--- src/rtl/rx_check_crc32_if.sv ---
// Byte stream bundle: data byte, valid qualifier and clock enable.
// master drives the stream, slave consumes it.
interface rx_check_crc32_if;
  logic [7:0] data;
  logic       valid;
  logic       enable;

  modport master (
    output data,
    output valid,
    output enable
  );

  modport slave (
    input data,
    input valid,
    input enable
  );
endinterface

--- src/rtl/rx_check_crc32.sv ---
// Receive-side CRC-32 checker: checks the FCS residue, strips the 4 FCS bytes.
// Ports: clk/rst, rx (frame+FCS in), body (body out), crc_ok/crc_err/runt/byte_count.
module rx_check_crc32 #(
  parameter logic [31:0] RESIDUE   = 32'hC704DD7B,
  parameter int unsigned MIN_BYTES = 5
) (
  input  logic                    clk,
  input  logic                    rst,
  rx_check_crc32_if.slave         rx,
  rx_check_crc32_if.master        body,
  output logic                    crc_ok,
  output logic                    crc_err,
  output logic                    runt,
  output logic [15:0]             byte_count
);

  localparam logic [31:0] POLY    = 32'h04C11DB7;
  localparam logic [15:0] MIN_CNT = 16'(MIN_BYTES);
  localparam logic [15:0] FCS_LEN = 16'd4;

  typedef enum logic [1:0] {
    WAIT_IDLE,
    IDLE,
    RX,
    REPORT
  } state_t;

  state_t state;
  state_t state_next;

  logic [31:0]      crc;
  logic [15:0]      cnt;
  logic [3:0][7:0]  dly;

  logic             accept;
  logic             first;
  logic             finish;
  logic [31:0]      crc_base;
  logic [15:0]      cnt_base;
  logic [31:0]      crc_next;
  logic [15:0]      cnt_next;
  logic             emit;
  logic             is_runt;
  logic             is_bad;
  logic [15:0]      body_len;

  // Bit 0 of each byte enters first; register itself is not reflected.
  function automatic logic [31:0] crc_byte(
    input logic [31:0] c,
    input logic [7:0]  d
  );
    logic [31:0] r;
    r = c;
    for (int i = 0; i < 8; i++) begin
      if (d[i] == r[31])
        r = {r[30:0], 1'b0};
      else
        r = {r[30:0], 1'b0} ^ POLY;
    end
    return r;
  endfunction

  always_ff @(posedge clk or posedge rst) begin
    if (rst)
      state <= WAIT_IDLE;
    else
      state <= state_next;
  end

  always_comb begin
    state_next = state;
    accept     = 1'b0;
    first      = 1'b0;
    finish     = 1'b0;
    if (rx.enable) begin
      unique case (state)
        WAIT_IDLE: begin
          if (!rx.valid)
            state_next = IDLE;
        end
        IDLE, REPORT: begin
          if (rx.valid) begin
            accept     = 1'b1;
            first      = 1'b1;
            state_next = RX;
          end else begin
            state_next = IDLE;
          end
        end
        RX: begin
          if (rx.valid) begin
            accept = 1'b1;
          end else begin
            finish     = 1'b1;
            state_next = REPORT;
          end
        end
        default: state_next = WAIT_IDLE;
      endcase
    end
  end

  // A new frame starts from a fresh CRC and count, whatever is held.
  always_comb begin
    crc_base = first ? 32'hFFFFFFFF : crc;
    cnt_base = first ? 16'd0 : cnt;
    crc_next = crc_byte(crc_base, rx.data);
    cnt_next = (cnt_base == 16'hFFFF) ? cnt_base : cnt_base + 16'd1;
    // Oldest held byte leaves only once four newer bytes exist behind it.
    emit     = accept && (cnt_base >= FCS_LEN);
    is_runt  = cnt < MIN_CNT;
    is_bad   = is_runt || (crc != RESIDUE);
    body_len = (cnt >= FCS_LEN) ? cnt - FCS_LEN : 16'd0;
  end

  always_ff @(posedge clk or posedge rst) begin
    if (rst) begin
      crc         <= 32'hFFFFFFFF;
      cnt         <= 16'd0;
      dly         <= '0;
      body.data   <= 8'd0;
      body.valid  <= 1'b0;
      body.enable <= 1'b0;
      crc_ok      <= 1'b0;
      crc_err     <= 1'b0;
      runt        <= 1'b0;
      byte_count  <= 16'd0;
    end else begin
      body.enable <= rx.enable;
      body.valid  <= 1'b0;
      body.data   <= 8'd0;
      crc_ok      <= 1'b0;
      crc_err     <= 1'b0;
      if (accept) begin
        crc <= crc_next;
        cnt <= cnt_next;
        dly <= {dly[2:0], rx.data};
        if (emit) begin
          body.valid <= 1'b1;
          body.data  <= dly[3];
        end
      end
      // The held FCS bytes are simply abandoned in the delay line.
      if (finish) begin
        crc_ok     <= !is_bad;
        crc_err    <= is_bad;
        runt       <= is_runt;
        byte_count <= body_len;
        crc        <= 32'hFFFFFFFF;
        cnt        <= 16'd0;
      end
    end
  end

endmodule
--- src/flat_wrapper.sv ---
// flat-port wrapper written by rule: the top's interface ports become plain ports
module rx_check_crc32_flat 
#(
  parameter logic [31:0] RESIDUE   = 32'hC704DD7B,
  parameter int unsigned MIN_BYTES = 5
)
  (clk, rst, crc_ok, crc_err, runt, byte_count, rx_data, rx_valid, rx_enable, body_data, body_valid, body_enable);
  rx_check_crc32_if rx_i ();
  rx_check_crc32_if body_i ();
  input  logic clk;
  input  logic rst;
  output logic crc_ok;
  output logic crc_err;
  output logic runt;
  output logic [15:0] byte_count;
  input wire logic [$bits(rx_i.data)-1:0] rx_data;
  input wire logic [$bits(rx_i.valid)-1:0] rx_valid;
  input wire logic [$bits(rx_i.enable)-1:0] rx_enable;
  output wire logic [$bits(body_i.data)-1:0] body_data;
  output wire logic [$bits(body_i.valid)-1:0] body_valid;
  output wire logic [$bits(body_i.enable)-1:0] body_enable;
  assign rx_i.data = rx_data;
  assign rx_i.valid = rx_valid;
  assign rx_i.enable = rx_enable;
  assign body_data = body_i.data;
  assign body_valid = body_i.valid;
  assign body_enable = body_i.enable;
  rx_check_crc32 #(.RESIDUE(RESIDUE), .MIN_BYTES(MIN_BYTES)) u_core (.clk(clk), .rst(rst), .rx(rx_i), .body(body_i), .crc_ok(crc_ok), .crc_err(crc_err), .runt(runt), .byte_count(byte_count));
endmodule
--- config.mk ---
export PLATFORM = sky130hd
export DESIGN_NAME = rx_check_crc32_flat
export DESIGN_NICKNAME = d
export VERILOG_FILES = /design/src/rtl/rx_check_crc32_if.sv /design/src/rtl/rx_check_crc32.sv /design/src/flat_wrapper.sv
export SDC_FILE = /design/constraint.sdc
export NUM_CORES = 1
export LEC_CHECK = 0
export CAP_MARGIN = 20
export CORE_UTILIZATION = 50
export DETAILED_ROUTE_END_ITERATION = 6
export PLACE_DENSITY = 0.69
export SKIP_CTS_REPAIR_TIMING = 1
export SLEW_MARGIN = 20
export SYNTH_ARGS = -nofsm -noshare
export SYNTH_HDL_FRONTEND = slang
export SYNTH_SLANG_ARGS = --single-unit
--- constraint.sdc ---
create_clock -name clk -period 9.9 [get_ports clk]
set_input_delay 1.98 -clock clk [delete_from_list [all_inputs] [get_ports clk]]
set_output_delay 1.98 -clock clk [all_outputs]
set_load 0.005 [all_outputs]
==> flow_summary.ini <==
[placed_design]
gp_congestion = 0.952
place_hpwl_um = 8550
portBuffers = 40
dpl-instance-area_um2 = 6390
dp_cells = 784

[yosys]
ys_ff_latch = 111
synth_fp_nets = 650
synthDistinctLibCells = 58
ys_top_cells_by_area = dfrtp_1 33%, dfstp_2 14%, nand2_1 9.1%, xnor2_1 8.3%, nor2_1 4.0%
syn-cell-area_um2 = 5940
synthArstFlopShare_pct = 100
ys.flop_type = dfrtp_1
synth-seq-area-share_pct = 47.4
synthCells = 634
synth.largest_area_cell = dfrtp_1
yosys_warnings = 0
synth_edf_count = 0
avgSynthCellArea_um2 = 9.37
synth_top_area_share_pct = 33.3

[layout]
fin_area_um2 = 6770
stdcell_count = 800
drive_gt1_share_pct = 12.3
diodes = 0
area_delta_synth_final_pct = 14.0
layout.nets = 668
multi_input_area_um2 = 2930
postLayoutCoreUtil_pct = 58.8
nFillCells = 1006
seqCellArea_um2 = 2820

[run_status]
outcome = complete, but fails checks
violations = DRC

[timing]
clock_skew_ns = 0.0130
tns_ns = 0
setup_viol = 0
timing.fmax_mhz = 226
maxSlewHeadroom_pct = 43.0
slew_violations = 0
rsz0062_at_grt = false
fin_crit_sh_pct = 44.8
fin_crit_ns = 4.43
tightest_slew_ns = 0.855
final_hold_viol_count = 0

[grt]
overflow = 0
grtUsageTotal_pct = 21.9
grt_max_degree = 70
grt_pass1_vias = 4227
grt_pass1_wl_um = 21400
antenna_found_initial = 0

[clock_network]
cts_tree = done
cts_buffers = 9
cts_root_buf = clkbuf_16
numClockSinks = 111
cts_buffer_depth = 2
clock_latency_ns = 0.36
clkSlewWorstSetupHoldPaths_ns = 0.08
h-tree-depth = 3

[die]
dieArea_um2 = 12300
design.core.area_um2 = 11500
rows = 39
initial_core_util_pct = 51.6
die_h_um = 111
pin_count = 41
die_w_um = 111

[pwr]
finalPower_uw = 2220
ir_worst_vdd_mv = 0.212
powerDensity_nw_per_um2 = 327
p_leak_uw = 0.00304

[route]
vias_per_cell = 5.49
vias = 4391
drtAntennaViolNets = 0
drt_first_iter_violations = 318
drc_errors = 12
wl_per_cell_um = 16.0
drt_pre_antenna_iters = 7
routed_wl_um = 12800

[flow_run]
maxCapViolCount = 0

[critical_path]
critPathRequiredTime_ns = 10.13
reg2reg_from = u_core.state[0]$_DFFE_PP0P_
cp-end-kind = flip-flop
critPathMaxFanout = 18
arrival_ns = 4.66
path_class = in -> reg
startpoint_type = input pin
startpoint = rx_enable

[worst_hold_path]
min_path_type = reg -> reg
hp-start = u_core.dly[9]$_DFFE_PP0P_
[flip-flops by register name, indices dropped and copies added, names as in the netlist, named ones only]
register            count
u_core.cnt             16
u_core.runt             1
u_core.dly             32
u_core.body.enable      1
u_core.body.valid       1
u_core.byte_count      16
u_core.body.data        8
u_core.crc             32
u_core.crc_ok           1
u_core.crc_err          1
u_core.state            1
[Yosys cell counts (5+ instances only)]
library cell,count
a22o_1,6
o21ai_0,34
buf_2,10
nand4_1,8
nor4_1,7
nor2_1,64
dfstp_2,32
dfrtp_1,79
o22a_1,7
clkbuf_1,21
xor2_1,27
nor3_1,5
and2_1,10
nand3_1,7
inv_1,7
a21oi_1,39
xnor2_2,11
nand2_1,144
xnor2_1,56
[report_power, final]
group	leakage (uW)	internal (uW)	switching [uW]
sequential	0.00139	628	118
combinational	0.00146	524	494
clock	0.000185	282	170
[through the flow]
| stage | setup WS [ns] | hold slack, ns |
|---|---|---|
| final | 5.47 | 0.467 |
| after global routing | 5.21 | 0.496 |
| after CTS | 5.49 | 0.473 |
| after detailed placement | 5.16 | 0.453 |
| after global placement | 5.26 | 0.449 |
| after floorplan | 5.04 | 0.437 |
[path summary, 6_finish.rpt]
path	endpoint	cells after the start	slack, ns
worst min register to register	u_core.dly[17]$_DFFE_PP0P_	2	0.47
max in group asynchronous	u_core.dly[22]$_DFFE_PP0P_	3	6.61
min in group asynchronous	u_core.body.data[6]$_DFF_PP0_	2	2.04
worst max-delay path	u_core.cnt[5]$_DFFE_PP0P_	11	5.47
worst min-delay path	u_core.dly[17]$_DFFE_PP0P_	2	0.47
worst max register to register	u_core.cnt[5]$_DFFE_PP0P_	10	7.30
[layout make-up]
class | instances | area share (%)
multi-input cells | 478 | 43.3
well taps | 143 | 2.64
repair buffers | 45 | 6.47
inverters | 7 | 0.425
flip-flops and latches | 111 | 41.6
clock buffers | 10 | 3.53
clock inverters | 6 | 2.07
[placed cells by master, fill, tap and decap left out, types with 2 or more instances in the layout]
| cell | synthesis | layout |
|---|---|---|
| dfrtp_1 | 79 | 79 |
| nor2_1 | 64 | 64 |
| xor2_2 | 2 | 2 |
| a22o_1 | 6 | 6 |
| nand4_1 | 8 | 8 |
| xor2_1 | 27 | 27 |
| nor4_1 | 7 | 7 |
| xnor3_1 | 4 | 4 |
| bufinv_16 | 0 | 4 |
| inv_1 | 7 | 6 |
| a31o_2 | 2 | 2 |
| or3_1 | 2 | 2 |
| dfstp_2 | 32 | 32 |
| xnor2_2 | 11 | 11 |
| nand3_1 | 7 | 7 |
| xnor2_1 | 56 | 56 |
| buf_4 | 0 | 5 |
| and3_1 | 2 | 2 |
| a31oi_1 | 2 | 2 |
| and4_1 | 2 | 2 |
| nor3_1 | 5 | 5 |
| nand4b_1 | 3 | 3 |
| o21ai_0 | 34 | 34 |
| clkdlybuf4s50_1 | 0 | 40 |
| nor4b_1 | 2 | 2 |
| and2_1 | 10 | 10 |
| nor2_2 | 3 | 3 |
| ha_1 | 4 | 4 |
| o22a_1 | 7 | 7 |
| a21oi_1 | 39 | 39 |
| clkbuf_16 | 0 | 9 |
| nand2_1 | 144 | 144 |
[critical path: stages]
cell	delay, ns
clkdlybuf4s50_1	0.65
nand3_2	0.38
nand2_1	0.28
inv_1	0.07
ha_1	0.24
nand4_1	0.11
nor3_1	0.09
a21oi_1	0.42
and3_1	0.24
xnor2_1	0.12
o21ai_0	0.09
[routing by layer]
| layer | routed length, um | GRT usage, % | vias to the layer above |
|---|---|---|---|
| met5 | 0 | 0 | - |
| met4 | 253 | 7.03 | 0 |
| met3 | 647 | 3.99 | 25 |
| met2 | 6190 | 36.7 | 127 |
| met1 | 5680 | 28.8 | 2116 |
| li1 | - | - | 2123 |
[cell families (layout without fill, tap and decap cells)]
logic type               count (synthesis)  in the layout  synth area share [%]
AND/OR/NAND/NOR                        272            272                  20.5
flip-flops                             111            111                  47.4
AO/OA/AOI/OAI                          101            101                  10.2
XOR/XNOR                               101            101                  17.8
buffers and inverters                   45             68                  3.28
adder cells (fa/ha/maj)                  4              4                 0.842
Power figures use the tool's default switching activity.
